===== src/rtl/mem_ctrl_pkg.sv =====
// mem_ctrl_pkg: shared definitions for the memory controller slice.
//   - bus widths and the IO window base address
//   - request width codes (byte / half / word)
//   - controller state encoding and requester ids
//   - norm_width(): maps a raw width code onto 1, 2 or 4 bytes
package mem_ctrl_pkg;

  localparam int          ADDR_WIDTH   = 32;
  localparam int          DATA_WIDTH   = 32;
  localparam logic [31:0] IO_BASE_ADDR = 32'h0003_0000;

  localparam logic [2:0] WIDTH_BYTE = 3'd1;
  localparam logic [2:0] WIDTH_HALF = 3'd2;
  localparam logic [2:0] WIDTH_WORD = 3'd4;

  typedef enum logic [1:0] {
    ST_IDLE  = 2'd0,
    ST_READ  = 2'd1,
    ST_WRITE = 2'd2,
    ST_DONE  = 2'd3
  } state_t;

  typedef enum logic {
    REQ_LSB = 1'b0,
    REQ_IF  = 1'b1
  } req_t;

  // Anything that is not an explicit byte or half request is a full word.
  function automatic logic [2:0] norm_width(input logic [2:0] w);
    case (w)
      WIDTH_BYTE: norm_width = WIDTH_BYTE;
      WIDTH_HALF: norm_width = WIDTH_HALF;
      default:    norm_width = WIDTH_WORD;
    endcase
  endfunction

endpackage


===== src/rtl/mem_ctrl.sv =====
// mem_ctrl: responder for the LSB / instruction-fetch memory interface.
// Serialises one byte/half/word request at a time onto the byte-wide RAM/IO
// bus and returns a registered one-cycle ok pulse (plus read data).
//
// Ports:
//   clk, rst               clock, synchronous active-high reset
//   rdy                    global ready; low freezes every register
//   mispredict             flush pulse; aborts reads, never writes
//   *_from_lsb / *_to_lsb  load/store requester (LSB has priority)
//   *_from_if  / *_to_if   instruction fetch requester (always 4 bytes)
//   io_buffer_full         back-pressure for writes into the IO window
//   mem_din/dout/a/wr      byte-wide RAM/IO bus (RAM has one cycle latency)
module mem_ctrl
  import mem_ctrl_pkg::*;
#(
  parameter int                ADDR_W  = ADDR_WIDTH,
  parameter int                DATA_W  = DATA_WIDTH,
  parameter logic [ADDR_W-1:0] IO_BASE = IO_BASE_ADDR
) (
  input  logic              clk,
  input  logic              rst,
  input  logic              rdy,
  input  logic              mispredict,
  input  logic              enable_from_lsb,
  input  logic              read_or_write_from_lsb,
  input  logic [ADDR_W-1:0] addr_from_lsb,
  input  logic [DATA_W-1:0] data_from_lsb,
  input  logic [2:0]        width_from_lsb,
  output logic              ok_to_lsb,
  output logic [DATA_W-1:0] data_to_lsb,
  input  logic              enable_from_if,
  input  logic [ADDR_W-1:0] addr_from_if,
  output logic              ok_to_if,
  output logic [DATA_W-1:0] inst_to_if,
  input  logic              io_buffer_full,
  input  logic [7:0]        mem_din,
  output logic [7:0]        mem_dout,
  output logic [ADDR_W-1:0] mem_a,
  output logic              mem_wr
);

  state_t            state_q, state_d;
  req_t              req_q, req_d;
  logic [2:0]        nbytes_q, nbytes_d;
  // Read: edges since the first address was issued. Write: index of the byte on the bus.
  logic [2:0]        cnt_q, cnt_d;
  logic [ADDR_W-1:0] addr_q, addr_d;
  logic [DATA_W-1:0] wdata_q, wdata_d;
  logic [DATA_W-1:0] rbuf_q, rbuf_d;
  logic              is_io_q, is_io_d;
  logic              rdy_prev_q, rdy_prev_d;
  logic [ADDR_W-1:0] mem_a_q, mem_a_d;
  logic [7:0]        mem_dout_q, mem_dout_d;
  logic              mem_wr_q, mem_wr_d;
  logic              ok_lsb_q, ok_lsb_d;
  logic              ok_if_q, ok_if_d;
  logic [DATA_W-1:0] data_lsb_q, data_lsb_d;
  logic [DATA_W-1:0] inst_q, inst_d;

  logic [1:0]        rd_idx_s;
  logic [2:0]        wr_nxt_s;

  // The byte arriving now was addressed two edges ago, i.e. index cnt-1.
  assign rd_idx_s = 2'(cnt_q - 3'd1);
  assign wr_nxt_s = cnt_q + 3'd1;

  // Next-state and bus/output computation for the request FSM.
  always_comb begin
    state_d    = state_q;
    req_d      = req_q;
    nbytes_d   = nbytes_q;
    cnt_d      = cnt_q;
    addr_d     = addr_q;
    wdata_d    = wdata_q;
    rbuf_d     = rbuf_q;
    is_io_d    = is_io_q;
    mem_a_d    = mem_a_q;
    mem_dout_d = mem_dout_q;
    mem_wr_d   = mem_wr_q;
    ok_lsb_d   = ok_lsb_q;
    ok_if_d    = ok_if_q;
    data_lsb_d = data_lsb_q;
    inst_d     = inst_q;
    rdy_prev_d = rdy;

    if (rdy) begin
      ok_lsb_d = 1'b0;
      ok_if_d  = 1'b0;
      case (state_q)
        ST_IDLE: begin
          if (mispredict) begin
            state_d = ST_IDLE;
          end else if (enable_from_lsb) begin
            req_d    = REQ_LSB;
            nbytes_d = norm_width(width_from_lsb);
            addr_d   = addr_from_lsb;
            wdata_d  = data_from_lsb;
            is_io_d  = (addr_from_lsb >= IO_BASE);
            mem_a_d  = addr_from_lsb;
            cnt_d    = 3'd0;
            rbuf_d   = {DATA_W{1'b0}};
            if (read_or_write_from_lsb) begin
              state_d = ST_READ;
            end else begin
              state_d    = ST_WRITE;
              mem_dout_d = data_from_lsb[7:0];
              mem_wr_d   = !((addr_from_lsb >= IO_BASE) && io_buffer_full);
            end
          end else if (enable_from_if) begin
            req_d    = REQ_IF;
            nbytes_d = WIDTH_WORD;
            addr_d   = addr_from_if;
            is_io_d  = (addr_from_if >= IO_BASE);
            mem_a_d  = addr_from_if;
            cnt_d    = 3'd0;
            rbuf_d   = {DATA_W{1'b0}};
            state_d  = ST_READ;
          end else begin
            state_d = ST_IDLE;
          end
        end

        ST_READ: begin
          if (mispredict) begin
            state_d  = ST_IDLE;
            mem_wr_d = 1'b0;
            cnt_d    = 3'd0;
          end else if (!rdy_prev_q) begin
            // The RAM pipeline ran on while frozen, so in-flight bytes are stale.
            mem_a_d = addr_q;
            cnt_d   = 3'd0;
            rbuf_d  = {DATA_W{1'b0}};
          end else begin
            cnt_d = wr_nxt_s;
            if (wr_nxt_s < nbytes_q) begin
              mem_a_d = mem_a_q + ADDR_W'(1);
            end else begin
              mem_a_d = mem_a_q;
            end
            if (cnt_q != 3'd0) begin
              rbuf_d[{rd_idx_s, 3'b000} +: 8] = mem_din;
            end else begin
              rbuf_d = rbuf_q;
            end
            if (cnt_q == nbytes_q) begin
              state_d = ST_DONE;
              cnt_d   = 3'd0;
              if (req_q == REQ_LSB) begin
                ok_lsb_d   = 1'b1;
                data_lsb_d = rbuf_d;
              end else begin
                ok_if_d = 1'b1;
                inst_d  = rbuf_d;
              end
            end else begin
              state_d = ST_READ;
            end
          end
        end

        ST_WRITE: begin
          // mem_wr_q high means the byte on the bus is written at this edge.
          if (mem_wr_q) begin
            if (wr_nxt_s == nbytes_q) begin
              mem_wr_d = 1'b0;
              state_d  = ST_DONE;
              ok_lsb_d = 1'b1;
              cnt_d    = 3'd0;
            end else begin
              cnt_d      = wr_nxt_s;
              mem_a_d    = mem_a_q + ADDR_W'(1);
              mem_dout_d = wdata_q[{wr_nxt_s[1:0], 3'b000} +: 8];
              mem_wr_d   = !(is_io_q && io_buffer_full);
            end
          end else begin
            mem_wr_d = !(is_io_q && io_buffer_full);
          end
        end

        ST_DONE: begin
          state_d = ST_IDLE;
        end

        default: begin
          state_d  = ST_IDLE;
          mem_wr_d = 1'b0;
        end
      endcase
    end else begin
      state_d = state_q;
    end
  end

  // Register bank; synchronous reset returns to IDLE with quiet outputs.
  always_ff @(posedge clk) begin
    if (rst) begin
      state_q    <= ST_IDLE;
      req_q      <= REQ_LSB;
      nbytes_q   <= 3'd0;
      cnt_q      <= 3'd0;
      addr_q     <= {ADDR_W{1'b0}};
      wdata_q    <= {DATA_W{1'b0}};
      rbuf_q     <= {DATA_W{1'b0}};
      is_io_q    <= 1'b0;
      rdy_prev_q <= 1'b1;
      mem_a_q    <= {ADDR_W{1'b0}};
      mem_dout_q <= 8'd0;
      mem_wr_q   <= 1'b0;
      ok_lsb_q   <= 1'b0;
      ok_if_q    <= 1'b0;
      data_lsb_q <= {DATA_W{1'b0}};
      inst_q     <= {DATA_W{1'b0}};
    end else begin
      state_q    <= state_d;
      req_q      <= req_d;
      nbytes_q   <= nbytes_d;
      cnt_q      <= cnt_d;
      addr_q     <= addr_d;
      wdata_q    <= wdata_d;
      rbuf_q     <= rbuf_d;
      is_io_q    <= is_io_d;
      rdy_prev_q <= rdy_prev_d;
      mem_a_q    <= mem_a_d;
      mem_dout_q <= mem_dout_d;
      mem_wr_q   <= mem_wr_d;
      ok_lsb_q   <= ok_lsb_d;
      ok_if_q    <= ok_if_d;
      data_lsb_q <= data_lsb_d;
      inst_q     <= inst_d;
    end
  end

  assign ok_to_lsb   = ok_lsb_q;
  assign ok_to_if    = ok_if_q;
  assign data_to_lsb = data_lsb_q;
  assign inst_to_if  = inst_q;
  assign mem_a       = mem_a_q;
  assign mem_dout    = mem_dout_q;
  // A frozen cycle must never commit a byte.
  assign mem_wr      = mem_wr_q & rdy;

endmodule


===== config.mk =====
export PLATFORM = sky130hd
export DESIGN_NAME = mem_ctrl
export DESIGN_NICKNAME = d
export VERILOG_FILES = /design/src/rtl/mem_ctrl_pkg.sv /design/src/rtl/mem_ctrl.sv
export SDC_FILE = /design/constraint.sdc
export NUM_CORES = 1
export LEC_CHECK = 0
export ABC_AREA = 0
export BUFFER_PORTS_ARGS = -buffer_cell sky130_fd_sc_hd__buf_4
export CAP_MARGIN = 40
export CORE_UTILIZATION = 55
export DETAILED_ROUTE_END_ITERATION = 6
export GPL_TIMING_DRIVEN = 0
export PLACE_DENSITY = 0.83
export SLEW_MARGIN = 10
export SYNTH_ARGS = -nofsm -noshare
export SYNTH_HDL_FRONTEND = slang
export SYNTH_SLANG_ARGS = --single-unit

===== constraint.sdc =====
create_clock -name clk -period 2.78 [get_ports clk]
set_input_delay 0.417 -clock clk [delete_from_list [all_inputs] [get_ports clk]]
set_output_delay 0.417 -clock clk [all_outputs]
set_load 0.005 [all_outputs]

==> flow_summary.json, run 1 <==
{
  "power_density_over_the_cells_nw_per_um2": 601,
  "tritoncts_clock_tree": "built",
  "peak_per_stage_delay_on_the_critical_path_ps": 410,
  "grt_first_pass_wirelength_um": 53000,
  "buffer_and_inverter_count_on_the_worst_path": 2,
  "leakage_uw": 0.00505,
  "area_growth_syn_to_fin_pct": 25.6,
  "yosys-top-cells-area": "dfxtp_1 41%, nor2_1 5.8%, a211oi_2 5.7%, nand2_1 4.9%, a21oi_1 4.9%",
  "cts-buffers-inserted": 22,
  "grt_start_max_net_pins": 14,
  "max_cap_viol_count": 0,
  "final_util_pct": 70.4,
  "async_flop_share_pct": 0,
  "htreeDepth": 1,
  "period_minus_slack_ps": 2710,
  "maxUsedRoutingLayer": "met4",
  "grt_pass1_vias": 9965,
  "rows": 50,
  "worst_ir_drop_vdd_v": 0.000407,
  "area_of_the_placeable_core_um2": 18700,
  "worst_pin_slew_ps": 827,
  "first_pass_iters": 6,
  "seq_area_frac_synth_pct": 40.8,
  "maxSlewHeadroom_pct": 44.3,
  "setup_viol": 0,
  "top_flip_flop_cell_by_instance_count_after_synthesis": "dfxtp_1",
  "vias": 10600,
  "fmax_mhz": 368,
  "synth_top_area_share_pct": 40.8,
  "insertion_delay_ps": 520,
  "crit_chain": "clkinvlp_4, ha_4, ha_1, nor2b_1, o2111ai_1, and4_1, buf_2, nand2_2, a221oi_1, nor3_1",
  "synthesis.yosys.warnings": 0,
  "ctsRootBufferMaster": "clkbuf_16",
  "timing.critical_path.required_ps": 3150,
  "timing.critical_path.slowest_stage_cell": "dfxtp_4",
  "count_of_endpoints_failing_hold_in_the_final_timing_report": 0,
  "met3_wirelength_um": 3370,
  "diodes": 0,
  "timing.final.max_slew_violations": 0,
  "globalRoute.totalOverflow": 0,
  "number_of_antenna_violations_at_the_first_check_in_global_routing": 0,
  "chipHeight_um": 140,
  "worst_path_dominant_cell_family": "simple AND/OR/NAND/NOR gates",
  "num_io_pins": 222,
  "synth_edf_count": 0,
  "final_cells": 1700,
  "dieWidth_um": 140,
  "status": "finished clean",
  "floorplan_die_area_um2": 19600,
  "syn_nets": 1337,
  "netlist.top_cell.by_area": "dfxtp_1",
  "synthesis.area_per_instance_um2": 8.68,
  "worstSetupEndpointType": "flip-flop",
  "place.detailed.hpwl_um": 24300,
  "number_of_hold_buffers_added_after_cts": 0,
  "routedLengthMet1_um": 13900,
  "drive_gt1_share_pct": 25.9,
  "yosys.cell_types.count": 64,
  "start_kind": "flip-flop",
  "io_buffer_count": 220,
  "max-clock-path-buffers": 3,
  "dp_cells": 1663,
  "flop2flop_setup_slack_ps": 70,
  "timing.final.crit_share_pct": 97.6,
  "routed_length_per_instance_um": 19.8,
  "fin_hold_ws_ps": 157,
  "layout.nets": 1583,
  "finClkSkew_ps": 18.7,
  "hold_class": "input port to flip-flop",
  "final_antenna_violating_net_count": 0,
  "netlist_instances": 1208,
  "synth.ff_latch_count": 214,
  "finalWeightedCongestion": 0.982,
  "drt_first_iter_violations": 1130,
  "synth_area_um2": 10500,
  "worstSetupPathType": "flip-flop to flip-flop",
  "drc": 0,
  "cts.clk_slew.worst_paths_ps": 60,
  "groute.usage.overall_pct": 33.9,
  "wl_met2_um": 15600,
  "arrival_worst_endpoint_ps": 3090,
  "clock_sink_count": 214,
  "post_drt_via_cell_ratio": 6.22,
  "start_util_pct": 56.1,
  "crit_path_max_fanout": 10,
  "final_wirelength_um": 33700
}
==> synthesized netlist by cell type (20+ instances only) <==
cell type	instances
dfxtp_1	214
inv_1	24
nand2b_1	28
nor3_1	20
mux2i_1	40
a22oi_1	41
a211oi_1	64
o21ai_0	25
nor2_1	163
clkbuf_1	55
a211oi_2	48
nand2_1	138
a21oi_1	103
==> power breakdown <==
| part | total, uW | internal, uW | switching, uW | leakage (uW) |
|---|---|---|---|---|
| clock network | 2840 | 1610 | 1220 | 0.000328 |
| logic | 1630 | 669 | 965 | 0.00298 |
| registers | 3450 | 3240 | 205 | 0.00174 |
| total | 7920 | 5530 | 2390 | 0.00505 |
==> area by class of cell <==
class                   instances  area (um^2)
clock inverters                 2         13.8
multi-input cells             877         5680
inverters                      25         97.6
fillers                      1497         5530
clock buffers                  34          657
plain buffers                  91          470
repair buffers                223         1670
flip-flops and latches        214         4290
well taps                     234          293
==> worst register-to-register path: stages, from the launching register on <==
cell and delay [ps]:
dfxtp_4 410, clkinvlp_4 140, ha_4 290, ha_1 320, nor2b_1 150, o2111ai_1 200
and4_1 210, buf_2 220, nand2_2 230, a221oi_1 330, nor3_1 70
==> repair_timing <==
item	CTS	global route
pin swaps	0	1
setup endpoints to repair	41	37
resized for setup	6	15
buffers inserted	0	2
==> registers in the layout (all words and copies together) (netlist names), 3 cells and up <==
signal	cells
mem_dout	8
rbuf_q	32
nbytes_q	3
mem_a	32
inst_to_if	32
wdata_q	32
data_to_lsb	32
cnt_q	3
addr_q	32
==> cell usage in the layout, fill, tap and decap left out, drive strengths merged, types with 8 or more instances in the layout <==
cell,instances
nor2,172
o21ai,26
a22oi,41
buf,259
xor2,14
mux4,8
a31o,8
xnor2,12
ha,14
clkbuf,89
a21oi,103
nor4,15
nand3,17
a211oi,112
nand2b,28
mux2i,40
a221oi,19
nand4,15
nand2,138
nor3,22
inv,24
and4,8
dfxtp,214
==> routing by layer <==
metal | vias to the layer above | global-route usage (%)
li1 | 4840 | -
met1 | 5002 | 45.6
met2 | 639 | 55.5
met3 | 88 | 5.61
met4 | 0 | 10.8
met5 | - | 0
==> cells by family after synthesis <==
group | share of synthesized area (%)
AO/OA/AOI/OAI | 24.0
XOR/XNOR | 2.17
adder cells (fa/ha/maj) | 1.67
buffers and inverters | 5.25
flip-flops | 40.8
multiplexers | 6.29
AND/OR/NAND/NOR | 19.8
==> metrics by stage <==
step | TNS, ps | area (um^2) | total power [uW] | setup slack, ps
floorplan | 0 | 10500 | 4370 | 233
global placement | -5920 | 12400 | 5030 | -331
detailed placement | -6960 | 12400 | 5070 | -321
CTS | 0 | 13100 | 7850 | 36.3
global route | -46.5 | 13200 | 8190 | -13.7
finish | 0 | 13200 | 7920 | 66.2
==> final timing paths <==
| kind | start | end | cells past startpoint |
|---|---|---|---|
| hold reg to reg | rbuf_q[21] | rbuf_q[21] | 2 |
| setup reg to reg | cnt_q[0] | mem_a[28] | 10 |
| hold / removal | data_from_lsb[20] | wdata_q[20] | 3 |
| setup / recovery | cnt_q[0] | mem_a[28] | 10 |
No activity file was read; power rests on OpenSTA's default activity.
==> inputs of run 2 (changes only) <==
--- a/config.mk
+++ b/config.mk
@@ -8,6 +8,7 @@
 export ABC_AREA = 0
 export BUFFER_PORTS_ARGS = -buffer_cell sky130_fd_sc_hd__buf_4
 export CAP_MARGIN = 40
+export CORE_ASPECT_RATIO = 1.4
 export CORE_UTILIZATION = 55
 export DETAILED_ROUTE_END_ITERATION = 6
 export GPL_TIMING_DRIVEN = 0
==> run 2 against run 1 <==
Net effect:
- register-to-register slack better by 30 ps
- critical path type unchanged
- setup slack better by 31 ps
- sequential power hardly changed
- largest cell class unchanged
- total power is 1.4% lower
- clock skew is 12 ps lower
- non-clock buffer count is 1 higher
- first-iteration DRC count is 35% lower
- sequential cell count stayed put
- critical endpoint is now mem_a[4]
==> flow_summary.json, run 2 (same netlist as run 1, synthesis figures left out) <==
{
  "insertion_delay_ps": 500,
  "worstSetupPathType": "flip-flop to flip-flop",
  "cts.clk_slew.worst_paths_ps": 60,
  "dieWidth_um": 119,
  "crit_path_max_fanout": 10,
  "timing.critical_path.slowest_stage_cell": "buf_1",
  "arrival_worst_endpoint_ps": 3040,
  "buffer_and_inverter_count_on_the_worst_path": 5,
  "leakage_uw": 0.00504,
  "io_buffer_count": 220,
  "drive_gt1_share_pct": 26.1,
  "power_density_over_the_cells_nw_per_um2": 592,
  "number_of_hold_buffers_added_after_cts": 0,
  "timing.critical_path.required_ps": 3140,
  "clock_sink_count": 214,
  "hold_class": "input port to flip-flop",
  "worst_ir_drop_vdd_v": 0.000602,
  "mostFrequentLayoutCell": "buf_4",
  "place_worst_setup_slack_ps": -316,
  "number_of_antenna_violations_at_the_first_check_in_global_routing": 1,
  "start_kind": "flip-flop",
  "peak_per_stage_delay_on_the_critical_path_ps": 570,
  "groute.usage.overall_pct": 34.5,
  "max_cap_viol_count": 0,
  "cts-buffers-inserted": 21,
  "fillerInstances": 1522,
  "first_pass_iters": 5,
  "worst_path_dominant_cell_family": "buffers and inverters",
  "maxSlewHeadroom_pct": 45.4,
  "highest_count_cells_in_the_layout_ignoring_fill_and_taps": "234 x buf_4, 212 x dfxtp_1, 163 x nor2_1",
  "tritoncts_clock_tree": "built",
  "worstSetupEndpointType": "flip-flop",
  "finalWeightedCongestion": 1.03,
  "totalNegativeSetupSlack_ps": 0,
  "fmax_mhz": 373,
  "vias": 10500,
  "floorplan_die_area_um2": 19600,
  "timing.final.max_slew_violations": 0,
  "status": "finished clean",
  "count_of_endpoints_failing_hold_in_the_final_timing_report": 0,
  "finClkSkew_ps": 7.15,
  "crit_chain": "inv_1, ha_1, clkbuf_1, inv_1, clkbuf_1, buf_1, a211oi_1, a21oi_1, nor2_1",
  "flop2flop_setup_slack_ps": 100,
  "drc": 0,
  "area_of_the_placeable_core_um2": 18600,
  "worst_pin_slew_ps": 820,
  "routed_length_per_instance_um": 20.3,
  "globalRoute.totalOverflow": 0,
  "post_drt_via_cell_ratio": 6.16,
  "final_util_pct": 70.9,
  "drt_first_iter_violations": 731,
  "layout.nets": 1583,
  "num_io_pins": 222,
  "htreeDepth": 1,
  "period_minus_slack_ps": 2680,
  "setup_viol": 0,
  "chipHeight_um": 165,
  "worst_slack_ps": 97.4,
  "max-clock-path-buffers": 3,
  "timing.final.crit_share_pct": 96.5,
  "area_growth_syn_to_fin_pct": 25.7,
  "grt_pass1_vias": 10200,
  "place.detailed.hpwl_um": 25500,
  "ctsRootBufferMaster": "clkbuf_16",
  "rsz0062_at_grt": "yes",
  "grt_start_max_net_pins": 15,
  "rows": 59,
  "final_wirelength_um": 34600,
  "grt_first_pass_wirelength_um": 53000,
  "final_antenna_violating_net_count": 0,
  "start_util_pct": 56.4
}
[run 2: changes by cell type in the layout (fill, tap and decap cells not counted), sizes merged]
cell / delta
diode: +1
clkbuf: -6
bufinv: +1
clkinvlp: +1
clkinv: +2
[run 2: cell type report]
class	count	area [um^2]	share of cell area, %
repair buffers	224	1680	12.8
well taps	244	305	2.32
multi-input cells	877	5710	43.3
clock buffers	27	568	4.31
inverters	25	97.6	0.740
flip-flops and latches	214	4290	32.5
clock inverters	6	57.6	0.437
plain buffers	91	473	3.59
diodes	1	2.50	0.0190
[run 2: per-layer routing]
| metal | vias to the layer above | global-route usage (%) | wire length, um |
|---|---|---|---|
| met1 | 4995 | 37.2 | 12500 |
| met5 | - | 0 | 0 |
| met3 | 154 | 5.25 | 2240 |
| met4 | 0 | 25.3 | 2390 |
| li1 | 4849 | - | - |
| met2 | 528 | 61.6 | 17500 |
[run 2: final timing paths]
check	cells after the start	from	to
max	9	state_q[0]	mem_a[4]
min	3	data_from_lsb[21]	wdata_q[21]
max reg2reg	9	state_q[0]	mem_a[4]
min reg2reg	2	wdata_q[23]	wdata_q[23]
[run 2: power by group]
group	switching [uW]	total, uW	internal (uW)	leakage [uW]
registers	208	3450	3240	0.00174
clock network	1190	2720	1520	0.000308
logic	962	1640	676	0.00300
[run 2: per-stage QoR]
stage | instance area (um^2) | power [uW] | cells | hold WS [ps]
after detailed placement | 12500 | 5070 | 1673 | 445
after global routing | 13200 | 8080 | 1708 | 167
final | 13200 | 7810 | 1709 | 165
after floorplan | 10500 | 4370 | 1208 | 433
after CTS | 13100 | 7730 | 1706 | 164
after global placement | 12400 | 5030 | 1672 | 439
[run 2: worst min-delay path: cells and delay by family]
family	cells	cell delay [ps]
and+or+nand+nor	1	40
buffers and inverters	1	110
AOI/OAI and AO/OA	1	50
[run 2: repair_timing]
item / in CTS / in global routing
buffers inserted: 0 / 3
resized for setup: 6 / 19
endpoints found under the setup margin: 40 / 35
